`src/rtl/tlc_pkg.sv`:
```
// Shared definitions for the two-road traffic-light phase sequencer.
//   - Lamp encodings LT_GREEN / LT_YELLOW / LT_RED (2 bits per light head)
//   - Phase state codes S_GA..S_RB and the raw 3-bit phase type
//   - max3() helper used to size the dwell timer
package tlc_pkg;

  localparam logic [1:0] LT_GREEN  = 2'b00;
  localparam logic [1:0] LT_YELLOW = 2'b01;
  localparam logic [1:0] LT_RED    = 2'b10;

  typedef logic [2:0] phase_t;

  typedef enum logic [2:0] {
    S_GA = 3'd0,
    S_YA = 3'd1,
    S_GB = 3'd2,
    S_YB = 3'd3,
    S_RA = 3'd4,
    S_RB = 3'd5
  } phase_e;

  function automatic int unsigned max3(input int unsigned a, input int unsigned b,
                                       input int unsigned c);
    int unsigned m;
    m = (a > b) ? a : b;
    return (m > c) ? m : c;
  endfunction

endpackage

```
`src/rtl/tlc_dwell_timer.sv`:
```
// Dwell timer for the phase sequencer: clears, increments, saturates.
// Ports:
//   clk   - rising-edge clock
//   reset - synchronous active-high reset, forces the count to 0
//   clr   - synchronous clear (asserted on the edge that changes state)
//   cnt   - current count; 0 in the first cycle of every state
module tlc_dwell_timer #(
  parameter int unsigned Width  = 4,
  parameter int unsigned SatVal = 7
) (
  input  logic             clk,
  input  logic             reset,
  input  logic             clr,
  output logic [Width-1:0] cnt
);

  logic [Width-1:0] cnt_q, cnt_d;

  always_comb begin
    cnt_d = cnt_q;
    if (clr) begin
      cnt_d = '0;
    end else if (cnt_q != Width'(SatVal)) begin
      cnt_d = cnt_q + 1'b1;
    end
  end

  always_ff @(posedge clk) begin
    if (reset) begin
      cnt_q <= '0;
    end else begin
      cnt_q <= cnt_d;
    end
  end

  assign cnt = cnt_q;

endmodule

```
`src/rtl/tlc_phase_sequencer.sv`:
```
// Two-road traffic-light phase sequencer: Moore FSM plus dwell timer.
// Optional all-red clearance phases are compiled in with `define TLC_ALL_RED_EN.
// Ports:
//   clk       - rising-edge clock
//   reset     - synchronous active-high reset
//   ta, tb    - traffic present on road A / road B (synchronous levels)
//   la, lb    - road A / road B light (00 green, 01 yellow, 10 red), registered
//   phase     - current state code
//   phase_chg - one-cycle pulse in the first cycle of every new state
module tlc_phase_sequencer
  import tlc_pkg::*;
#(
  parameter int unsigned GREEN_MIN      = 4,
  parameter int unsigned GREEN_MAX      = 8,
  parameter int unsigned YELLOW_CYCLES  = 2,
  parameter int unsigned ALL_RED_CYCLES = 1
) (
  input  logic       clk,
  input  logic       reset,
  input  logic       ta,
  input  logic       tb,
  output logic [1:0] la,
  output logic [1:0] lb,
  output phase_t     phase,
  output logic       phase_chg
);

  localparam int unsigned TimerW =
      $clog2(max3(GREEN_MAX, YELLOW_CYCLES, ALL_RED_CYCLES) + 1);

  localparam logic [TimerW-1:0] GreenMinT = TimerW'(GREEN_MIN - 1);
  localparam logic [TimerW-1:0] GreenMaxT = TimerW'(GREEN_MAX - 1);
  localparam logic [TimerW-1:0] YellowT   = TimerW'(YELLOW_CYCLES - 1);
`ifdef TLC_ALL_RED_EN
  localparam logic [TimerW-1:0] AllRedT   = TimerW'(ALL_RED_CYCLES - 1);
`endif

  phase_e            state_q, state_d;
  logic [1:0]        la_q, la_d, lb_q, lb_d;
  logic              chg_q;
  logic [TimerW-1:0] timer;
  logic              state_change;

  assign state_change = (state_d != state_q);

  tlc_dwell_timer #(
    .Width  (TimerW),
    .SatVal (GREEN_MAX - 1)
  ) u_timer (
    .clk   (clk),
    .reset (reset),
    .clr   (state_change),
    .cnt   (timer)
  );

  // Next-state logic. Green holds while its own road has demand and the other
  // does not; the timer saturates so a later drop of demand exits immediately.
  always_comb begin
    state_d = state_q;
    case (state_q)
      S_GA: if ((timer >= GreenMinT && !ta) || (timer == GreenMaxT && tb)) state_d = S_YA;
      S_GB: if ((timer >= GreenMinT && !tb) || (timer == GreenMaxT && ta)) state_d = S_YB;
`ifdef TLC_ALL_RED_EN
      S_YA: if (timer == YellowT) state_d = S_RA;
      S_YB: if (timer == YellowT) state_d = S_RB;
      S_RA: if (timer == AllRedT) state_d = S_GB;
      S_RB: if (timer == AllRedT) state_d = S_GA;
`else
      S_YA: if (timer == YellowT) state_d = S_GB;
      S_YB: if (timer == YellowT) state_d = S_GA;
`endif
      // Unused codes recover to S_GA; the state change raises phase_chg.
      default: state_d = S_GA;
    endcase
  end

  // Lights decoded from the next state so the registered heads switch in the
  // same cycle as phase. Anything not green/yellow on a road is red.
  always_comb begin
    la_d = LT_RED;
    lb_d = LT_RED;
    case (state_d)
      S_GA:    la_d = LT_GREEN;
      S_YA:    la_d = LT_YELLOW;
      S_GB:    lb_d = LT_GREEN;
      S_YB:    lb_d = LT_YELLOW;
      default: ;
    endcase
  end

  always_ff @(posedge clk) begin
    if (reset) begin
      state_q <= S_GA;
      la_q    <= LT_GREEN;
      lb_q    <= LT_RED;
      chg_q   <= 1'b0;
    end else begin
      state_q <= state_d;
      la_q    <= la_d;
      lb_q    <= lb_d;
      chg_q   <= state_change;
    end
  end

  assign la        = la_q;
  assign lb        = lb_q;
  assign phase     = phase_t'(state_q);
  assign phase_chg = chg_q;

endmodule
```
`config.mk`:
```
export PLATFORM = sky130hd
export DESIGN_NAME = tlc_phase_sequencer
export DESIGN_NICKNAME = d
export VERILOG_FILES = /design/src/rtl/tlc_pkg.sv /design/src/rtl/tlc_dwell_timer.sv /design/src/rtl/tlc_phase_sequencer.sv
export SDC_FILE = /design/constraint.sdc
export NUM_CORES = 1
export LEC_CHECK = 0
export CORE_AREA = 3 3 40 42
export DETAILED_ROUTE_END_ITERATION = 6
export DIE_AREA = 0 0 43 45
export PLACE_DENSITY = 0.7
export SLEW_MARGIN = 10
export SYNTH_ARGS = -nofsm -noshare
export SYNTH_HDL_FRONTEND = slang
export SYNTH_SLANG_ARGS = --single-unit
```
`constraint.sdc`:
```
create_clock -name clk -period 1.4 [get_ports clk]
set_clock_uncertainty 0.05 [all_clocks]
set_input_delay 0.21 -clock clk [delete_from_list [all_inputs] [get_ports clk]]
set_output_delay 0.21 -clock clk [all_outputs]
set_load 0.02 [all_outputs]
```
==> results.sh <==
export IMPL_status="finished, final reports clean"
export IMPL_clock_latency_ns=0.28
export IMPL_post_cts_setup_buffers=0
export IMPL_yosysSeqAreaShare_pct=46.04
export IMPL_grt_busiest_layer="met2"
export IMPL_placed_area_um2=714.4
export IMPL_cp_top_family="buffers and inverters"
export IMPL_grt_usage_pct=12.29
export IMPL_wl_per_cell_um=12.60
export IMPL_ant_nets=0
export IMPL_drive_gt1_share_pct=38.89
export IMPL_fin_tns_setup_ns=0
export IMPL_floorplan_initialDensity_pct=40.60
export IMPL_finalCritPeriodShare_pct=99.73
export IMPL_critPathKind="reg2reg"
export IMPL_ys_top_cells_by_count="dfxtp_1, nor2_1, a211oi_1, inv_1, nor3_1"
export IMPL_crit_chain="buf_6 -> inv_4 -> ha_4 -> nand4bb_1 -> buf_4 -> xor2_4 -> nand2b_4"
export IMPL_slowest_stage="dfxtp_2"
export IMPL_met1_usage_pct=14.15
export IMPL_fin_area_um2=810.8
export IMPL_drt_iter0_drc=0
export IMPL_hold_viol=0
export IMPL_grt_overflow=0
export IMPL_rsz0062_at_grt="true"
export IMPL_cts_root_buffer="clkbuf_4"
export IMPL_ir_drop_mv=0.6319
export IMPL_ff2ff_setup_slack_ns=0.004
export IMPL_synth_cells=49
export IMPL_endpoint_kind="flop"
export IMPL_areaGrowthSynthToFinish_pct=55.40
export IMPL_use_met3_pct=7.171
export IMPL_min_from="phase[2]"
export IMPL_finalWorstSetupSlack_ns=0.003826
export IMPL_antenna_found_initial=0
export IMPL_preCtsSetupSlack_ns=-0.1824
export IMPL_start_kind="flop"
export IMPL_via_per_inst=4.805
export IMPL_vias=418
export IMPL_grt_use_met2_pct=19.46
export IMPL_worstReg2RegStart="u_timer.cnt[1]"
export IMPL_clock_path_buffers=2
export IMPL_synthFlopType="dfxtp_1"
export IMPL_max_freq_mhz=716.2
export IMPL_htree_levels=1
export IMPL_cellPowerDensity_nw_per_um2=852.4
export IMPL_maxCapViolations=0
export IMPL_final_setup_viol_count=0
export IMPL_synth_most_common_cell="dfxtp_1"
export IMPL_synth_cell_types=25
export IMPL_worstPathRequired_ns=1.52
export IMPL_syn_area_um2=521.8
export IMPL_cp_arrival_ns=1.52
export IMPL_async_reset_ff_share_pct=0
export IMPL_cts_tree="yes"
export IMPL_grt_pass1_vias=421
export IMPL_synthTopCellsByArea="dfxtp_1, ha_1, a211oi_1"
export IMPL_slowest_delay_ns=0.34
export IMPL_min_path_type="reg2reg"
export IMPL_drt_first_pass_iters=1
export IMPL_reg2reg_depth=7
export IMPL_rr_endpoint="lb[1]"
export IMPL_syn_nets=55
export IMPL_num_antenna_cells=0
export IMPL_die_w_um=43
export IMPL_ios=12
export IMPL_nets=79
export IMPL_fp_dieArea_um2=1935
export IMPL_synth_top_cell_area_share_pct=46.04
export IMPL_postCtsHoldBufs=0
export IMPL_place_port_buffers=11
export IMPL_hold_end="phase[1]"
export IMPL_routabilityCongestion=0.7807
export IMPL_yosysTopAreaCell="dfxtp_1"
export IMPL_drv_slew=0
export IMPL_design_core_area_um2=1285
export IMPL_finalCriticalPeriod_ns=1.396
export IMPL_routed_wl_um=1096
export IMPL_grt_pass1_wl_um=1738
export IMPL_die_y_um=45
export IMPL_num_rows=13
export IMPL_synth_edf_count=0
export IMPL_yosys_warnings=0
export IMPL_worst_path_buf_inv=3
export IMPL_grt_max_degree=8
export IMPL_ys_ff_latch=12
export IMPL_cts_buffers=3
export IMPL_drcViolationCount=0
export IMPL_clkSlewWorstSetupHoldPaths_ns=0.08
export IMPL_p_leak_nw=0.3338
export IMPL_cts_num_sinks=12
export IMPL_path_max_fanout=3
export IMPL_dp_hpwl_um=771.7
export IMPL_min_delay_path_depth=1
export IMPL_syn_avg_cell_area_um2=10.65
## report_power, final
| group | switching [mW] | internal, mW | leakage, nW |
|---|---|---|---|
| clock | 0.117 | 0.158 | 0.0210 |
| combinational | 0.0293 | 0.0328 | 0.214 |
| sequential | 0.00607 | 0.348 | 0.0989 |
## state kept, by name (all words and copies together), names as in the netlist
name         flops
phase_chg        1
la               2
lb               2
phase            3
u_timer.cnt      4
## cell usage in the layout, fill, tap and decap left out, drive strengths merged
cell type	count
a2111oi	1
a211oi	3
a21o	1
a21oi	1
and2	1
buf	8
clkbuf	4
clkdlybuf4s50	3
conb	1
dfxtp	12
dlygate4sd2	8
ha	2
inv	3
mux2	1
mux2i	2
nand2	1
nand2b	1
nand3	2
nand3b	1
nand4bb	1
nor2	5
nor3	4
nor3b	1
o21ai	1
o221a	1
o22ai	1
xnor2	1
xor2	1
## kinds of logic (layout without fill, tap and decap cells)
kind of cell | after synthesis | count (layout) | share of synthesized area [%]
DFF | 12 | 12 | 46.04
muxes | 3 | 3 | 6.714
buffers and inverters | 3 | 26 | 2.158
and+or+nand+nor | 17 | 17 | 19.42
AOI/OAI and AO/OA | 9 | 9 | 16.78
adders and majority gates | 2 | 2 | 4.795
xor gates and xnor gates | 2 | 2 | 3.358
other | 1 | 1 | 0.7187
## routing by layer
metal  vias to the layer above  share of wire [%]
met3                         3                4.8
met5                         -                  0
met1                       187                 47
met2                         9                 47
met4                         0                1.2
li1                        219                  -
## per-stage QoR
stage,hold WS [ns],utilization (%),power [mW],instances
4_1_cts,0.4428,58.42,0.6924,87
2_1_floorplan,0.2294,-,0.3875,49
6_report,0.4396,63.10,0.6911,87
3_5_place_dp,0.4445,55.60,0.4171,83
5_1_grt,0.4619,63.10,0.7278,87
3_3_place_gp,0.4393,55.60,0.4167,83
## area by class of cell
cell class	instances	area (µm²)
multi-input cells	34	330.3
repair buffers	19	167.7
flip-flops and latches	12	244.0
well taps	15	18.77
clock buffers	4	36.28
inverters	3	13.76
fillers	98	474.2
## worst max-delay path by stage
stage,from,endpoint,slack [ns],depth (start not counted)
after floorplan,u_timer.cnt[0],lb[0],0.02,4
after global placement,ta,u_timer.cnt[1],-0.13,4
after detailed placement,ta,u_timer.cnt[1],-0.18,4
after CTS,u_timer.cnt[0],u_timer.cnt[1],-0.02,5
after global routing,u_timer.cnt[0],u_timer.cnt[1],-0.06,5
final,u_timer.cnt[1],lb[1],0.004,7
## timing repair
| action | CTS | global route |
|---|---|---|
| pin swaps | 1 | 0 |
| gates cloned | 0 | 0 |
| resized for setup | 11 | 11 |
| setup endpoints to repair | 9 | 10 |
Note: power is estimated with default switching activity, not from simulation.
